`config.mk`:
```
export PLATFORM = sky130hd
export DESIGN_NAME = channel_mixer
export DESIGN_NICKNAME = d
export VERILOG_FILES = /design/src/rtl/channel_mixer.sv
export SDC_FILE = /design/constraint.sdc
export NUM_CORES = 1
export LEC_CHECK = 0
export CORE_UTILIZATION = 50
export CTS_CLUSTER_DIAMETER = 60
export DETAILED_ROUTE_END_ITERATION = 12
export PLACE_DENSITY_LB_ADDON = 0.12
export SLEW_MARGIN = 20
export SYNTH_ARGS = -nofsm -noshare
export SYNTH_HDL_FRONTEND = slang
export SYNTH_SLANG_ARGS = --single-unit
```
`constraint.sdc`:
```
create_clock -name clk -period 3.68 [get_ports clk]
set_input_delay 0.736 -clock clk [delete_from_list [all_inputs] [get_ports clk]]
set_output_delay 0.736 -clock clk [all_outputs]
set_load 0.02 [all_outputs]
```
`src/rtl/channel_mixer.sv`:
```
// channel_mixer: accumulates routed channel samples into NUM_OUTPUTS buses
// per frame, then emits saturated results with per-bus clip flags.

// Per-bus accumulator with saturating output register.
module channel_mixer_lane #(
  parameter int ACC_WIDTH = 22,
  parameter int OUT_WIDTH = 16
) (
  input  logic                        clk,
  input  logic                        reset_n,
  input  logic                        clr_i,
  input  logic                        add_i,
  input  logic                        load_i,
  input  logic signed [ACC_WIDTH-1:0] sample_i,
  output logic        [OUT_WIDTH-1:0] out_o,
  output logic                        clip_o
);
  localparam logic signed [ACC_WIDTH-1:0] MAXV =
    {{(ACC_WIDTH-OUT_WIDTH+1){1'b0}}, {(OUT_WIDTH-1){1'b1}}};
  localparam logic signed [ACC_WIDTH-1:0] MINV = ~MAXV;

  logic signed [ACC_WIDTH-1:0] acc_q, acc_d;
  logic        [OUT_WIDTH-1:0] out_q, sat_out;
  logic                        clip_q, sat_clip;

  // Clear wins over add; clear covers both frame abort and emit exit.
  always_comb begin
    acc_d = acc_q;
    if (clr_i)      acc_d = '0;
    else if (add_i) acc_d = acc_q + sample_i;
  end

  // Saturate the accumulator into the output range.
  always_comb begin
    sat_out  = acc_q[OUT_WIDTH-1:0];
    sat_clip = 1'b0;
    if (acc_q > MAXV) begin
      sat_out  = MAXV[OUT_WIDTH-1:0];
      sat_clip = 1'b1;
    end else if (acc_q < MINV) begin
      sat_out  = MINV[OUT_WIDTH-1:0];
      sat_clip = 1'b1;
    end
  end

  // Accumulator and held output registers.
  always_ff @(posedge clk or negedge reset_n) begin
    if (!reset_n) begin
      acc_q  <= '0;
      out_q  <= '0;
      clip_q <= 1'b0;
    end else begin
      acc_q <= acc_d;
      if (load_i) begin
        out_q  <= sat_out;
        clip_q <= sat_clip;
      end
    end
  end

  assign out_o  = out_q;
  assign clip_o = clip_q;
endmodule

module channel_mixer #(
  parameter int IN_WIDTH     = 16,
  parameter int OUT_WIDTH    = 16,
  parameter int NUM_OUTPUTS  = 4,
  parameter int MAX_CHANNELS = 18
) (
  input  logic                             clk,
  input  logic                             reset_n,
  input  logic                             sample_clk_en,
  input  logic                             ch_valid,
  output logic                             ch_ready,
  input  logic [IN_WIDTH-1:0]              ch_sample,
  input  logic [NUM_OUTPUTS-1:0]           ch_route,
  input  logic                             ch_last,
  output logic                             out_valid,
  output logic [NUM_OUTPUTS*OUT_WIDTH-1:0] out_sample,
  output logic [NUM_OUTPUTS-1:0]           out_clip,
  output logic                             frame_err,
  input  logic                             frame_err_clr
);
  localparam int ACC_WIDTH = IN_WIDTH + $clog2(MAX_CHANNELS) + 1;
  localparam int CNT_W     = $clog2(MAX_CHANNELS + 1);
  localparam logic [CNT_W-1:0] CNT_MAX = CNT_W'(MAX_CHANNELS);

  typedef enum logic {ACCUM = 1'b0, EMIT = 1'b1} state_e;

  state_e state_q, state_d;
  logic [CNT_W-1:0] cnt_q, cnt_d;
  logic             out_valid_q, frame_err_q, frame_err_d;
  logic             accept, ovf, add, clr, emit_exit;
  logic signed [ACC_WIDTH-1:0]            sample_ext;
  logic [NUM_OUTPUTS-1:0][OUT_WIDTH-1:0]  lane_out;

  // A frame-start strobe discards any sample offered in the same cycle.
  assign accept     = ch_valid && ch_ready && !sample_clk_en;
  assign ovf        = (cnt_q == CNT_MAX);
  assign add        = accept && !ovf;
  assign clr        = sample_clk_en || emit_exit;
  assign sample_ext = {{(ACC_WIDTH-IN_WIDTH){ch_sample[IN_WIDTH-1]}}, ch_sample};

  // State register.
  always_ff @(posedge clk or negedge reset_n) begin
    if (!reset_n) state_q <= ACCUM;
    else          state_q <= state_d;
  end

  // Next-state: frame-start strobe overrides everything, EMIT lasts one cycle.
  always_comb begin
    state_d = state_q;
    if (sample_clk_en)                    state_d = ACCUM;
    else if (state_q == ACCUM && accept && ch_last) state_d = EMIT;
    else if (state_q == EMIT)             state_d = ACCUM;
  end

  // FSM outputs.
  always_comb begin
    ch_ready  = (state_q == ACCUM);
    emit_exit = (state_q == EMIT) && !sample_clk_en;
  end

  // Channel counter saturates at MAX_CHANNELS; sticky error with set priority.
  always_comb begin
    cnt_d = cnt_q;
    if (clr)      cnt_d = '0;
    else if (add) cnt_d = cnt_q + CNT_W'(1);
    frame_err_d = frame_err_q;
    if (accept && ovf)      frame_err_d = 1'b1;
    else if (frame_err_clr) frame_err_d = 1'b0;
  end

  // Counter, error flag and output strobe registers.
  always_ff @(posedge clk or negedge reset_n) begin
    if (!reset_n) begin
      cnt_q       <= '0;
      frame_err_q <= 1'b0;
      out_valid_q <= 1'b0;
    end else begin
      cnt_q       <= cnt_d;
      frame_err_q <= frame_err_d;
      out_valid_q <= emit_exit;
    end
  end

  for (genvar k = 0; k < NUM_OUTPUTS; k++) begin : g_lane
    channel_mixer_lane #(
      .ACC_WIDTH (ACC_WIDTH),
      .OUT_WIDTH (OUT_WIDTH)
    ) u_lane (
      .clk      (clk),
      .reset_n  (reset_n),
      .clr_i    (clr),
      .add_i    (add && ch_route[k]),
      .load_i   (emit_exit),
      .sample_i (sample_ext),
      .out_o    (lane_out[k]),
      .clip_o   (out_clip[k])
    );
  end

  assign out_sample = lane_out;
  assign out_valid  = out_valid_q;
  assign frame_err  = frame_err_q;
endmodule

```
==> run metrics <==
Worst R2R Setup Slack 1090 ps; Static Leak 0.00588 µW; clk slew on worst S/H paths 60 ps; die area 22200 µm²; crit start category primary input; I/O Buffers 96; Synth Flop Type dfrtp_1; Setup WS pre-CTS 81.8 ps; final setup fails 0; Core Area 21100 µm²; top cell type's share of synthesized area 38.0%; Fmax 0.312 GHz; post-synth cell types 64; Clock Power Share 29.8%; leading area contributor after synthesis dfrtp_1; Final Max Slew Viols 0; fillcell total 1836; ANT nets after route 0; first-pass GRT wire length 47.7 mm; CTS Buffer Depth 2; Setup crit end kind register; R2R depth 8; Min Hold Slack 324 ps; setup bufs post-CTS 0; final hold vios 0; Critical-path top delay cell clkdlybuf4s50_1; critical path type primary input to register; total gr overflow 0; CP most frequent cell o21ai_0; PostCTS Resize Cnt 0; internal power 3970 µW; min cycle time layout 3200 ps; capturing point of the worst reg2reg path g_lane[0].u_lane.acc_q[21]$_DFFE_PN0P_; max incr delay on CP 650 ps; R2R Path Start g_lane[0].u_lane.acc_q[14]$_DFFE_PN0P_; Seq/Total Area, Yosys 38.0%; CP Capture Point g_lane[0].u_lane.acc_q[8]$_DFFE_PN0P_; Async S/R FF share, synth 100%; initial drt markers 645; initial antenna violation count 0; die height 149 µm; H-tree Lvls 4; cell depth of the worst setup path 11; register bit total from synthesis 164; syn_nets 1373; synthesized area 10800 µm²; num rows 53; register share of total power 37.6%; Vias/cell 5.89; peak supply drop 0.000333 V; share of cells above drive strength 1 5.99%; Num CTS Buffers 17; Routed Wire Length 29.3 mm; RSZ-0062 raised after global routing false; Crit path max-delay family compound AO/OA/AOI/OAI gates; clock sinks 164; number of remaining DRC errors 0; Synth Warn # 0; DR pass1 iterations 5; Worst Path Buf+Inv 2; area grow syn2layout 18.6%; Net Sw Frac 34.4%; syn avg cell area 8.58 µm²; synth top area cells dfrtp_1, o21ai_0, ha_1; Post-synth EDFFs 0; Setup TNS 0 ps; Synth Instances 1257; TritonCTS clock tree yes; Root Driver clkbuf_16; worst slew pin tran 985 ps; maxcap violations 0; Psw 2080 µW; largest net degree at the start of global routing 127; io pins 97; Critical Path Start ch_sample[0]; crit path cell chain clkdlybuf4s50_1, ha_1, inv_1, fa_1, nand2b_1, a21oi_1, o21ai_0, a21boi_0, o21a_1, o21ai_0, a32o_1; Critical Path AT 3520 ps; Nets 1471; Routability Congestion 0.950; Slew headroom 34.3%; cts hold-fix bufs 0; run status complete, no violations; area of the multi-input gates 6360 µm²; post-DP HPWL 21.2 mm; flip-flop and latch area 4100 µm²; chip width 149 µm; fin crit share 87.0%; worst clock skew 7.59 ps; Combinational Power Share 32.6%; Clk Latency, worst-skew pair 430 ps; routed len/inst 17.8 µm; vias in the first global route 9159; starting density of the core 51.2%; GRT Overall Usage 27.5%; # diodes 0; pwr dens 472 nW/µm²; CP Data Required Time 4000 ps; post-route setup slack 478 ps; min-delay worst type primary input to asynchronous set/reset pin; DR vias 9672; CP Max Fanout 4
-- routing by layer --
layer / GRT usage, % / part of all wire [%]
met4: 10.6 / 2.8
met5: 0 / 0
met3: 3.30 / 4.8
met1: 38.8 / 47
met2: 43.1 / 45
-- power by group through the flow --
stage	Combinational (µW)	Sequential, µW	Clock [µW]
4_1_cts	1970	2270	1820
2_1_floorplan	918	2520	0
6_report	1970	2270	1800
5_1_grt	2170	2310	1910
3_5_place_dp	1970	2310	0
3_3_place_gp	1940	2300	0
-- synth_stat cells (9+ instances only) --
master / instances
xor2_1: 27
nand3_1: 26
dfrtp_1: 164
o21ai_0: 222
mux2i_1: 12
xnor2_1: 26
nand4_1: 15
a22o_1: 10
or3_1: 13
inv_1: 35
and3_1: 10
o21bai_1: 12
a211oi_1: 13
a21o_1: 36
clkbuf_1: 46
nor3_1: 12
nor2_1: 58
nand2_1: 190
ha_1: 86
o211ai_1: 9
and2_1: 11
a32o_1: 11
nand2b_1: 18
o31ai_1: 9
a31oi_1: 12
a21oi_1: 84
o21a_1: 11
-- flip-flops by register name, indices dropped and copies added, names as in the netlist --
| register | count |
|---|---|
| cnt_q | 5 |
| frame_err | 1 |
| out_valid | 1 |
| g_lane.u_lane.acc_q | 88 |
| g_lane.u_lane.out_o | 64 |
| state_q | 1 |
| g_lane.u_lane.clip_o | 4 |
-- how the worst min path moves through the flow --
stage / endpoint / depth (start not counted)
CTS: g_lane[0].u_lane.acc_q[17]$_DFFE_PN0P_ / 1
finish: g_lane[0].u_lane.acc_q[9]$_DFFE_PN0P_ / 1
global placement: g_lane[0].u_lane.out_o[4]$_DFFE_PN0P_ / 2
floorplan: cnt_q[0]$_DFFE_PN0P_ / 0
global route: g_lane[0].u_lane.acc_q[19]$_DFFE_PN0P_ / 1
detailed placement: g_lane[0].u_lane.out_o[6]$_DFFE_PN0P_ / 2
-- kinds of logic after synthesis --
kind of cell,count (synthesis),synth area share [%]
muxes,12,1.11
buffers and inverters,87,3.19
xor gates and xnor gates,53,4.30
AOI/OAI and AO/OA,470,26.5
adders and majority gates,90,10.7
and+or+nand+nor,381,16.2
DFF,164,38.0
-- layout make-up --
type | instances | share of cell area (%)
clock buffer | 23 | 3.89
multi-input combinational | 1006 | 49.7
sequential | 164 | 32.1
clock inverter | 9 | 0.723
tap | 275 | 2.69
inverter | 35 | 1.03
timing repair buffer | 131 | 9.96
-- cells in the final DEF (no fill, tap or decap), types with 9 or more instances in the layout --
cell type,synthesis,routed
a22o_1,10,10
a31oi_1,12,12
o21bai_1,12,12
and2_1,11,11
nand2_1,190,190
o21ai_0,222,221
mux2i_1,12,12
nand4_1,15,15
buf_4,4,31
nor3_1,12,12
o31ai_1,9,9
clkdlybuf4s50_1,0,95
a21o_1,36,36
nor2_1,58,58
nand3_1,26,26
a211oi_1,13,13
o21a_1,11,11
a32o_1,11,11
o211ai_1,9,9
clkbuf_16,0,17
nand2b_1,18,17
a21oi_1,84,83
or3_1,13,13
and3_1,10,10
dfrtp_1,164,164
inv_1,35,35
ha_1,86,86
xnor2_1,26,26
xor2_1,27,27
-- worst register-to-register path: stages (launching register included) --
cell and delay, ps:
dfrtp_1 400, ha_1 390, a21oi_2 190, o21ai_1 110, a2111o_1 460, a2111oi_0 460
mux2i_1 190, nand3_1 120, nor3b_1 190
-- through the flow --
stage | power [µW] | util (%) | cells | instance area [µm²]
6_report | 6050 | 60.7 | 1643 | 12800
5_1_grt | 6380 | 60.7 | 1643 | 12800
4_1_cts | 6070 | 60.7 | 1643 | 12800
3_5_place_dp | 4270 | 57.9 | 1611 | 12200
3_3_place_gp | 4240 | 57.9 | 1611 | 12200
2_1_floorplan | 3440 | - | 1257 | 10800
No activity file was read; power rests on OpenSTA's default activity.
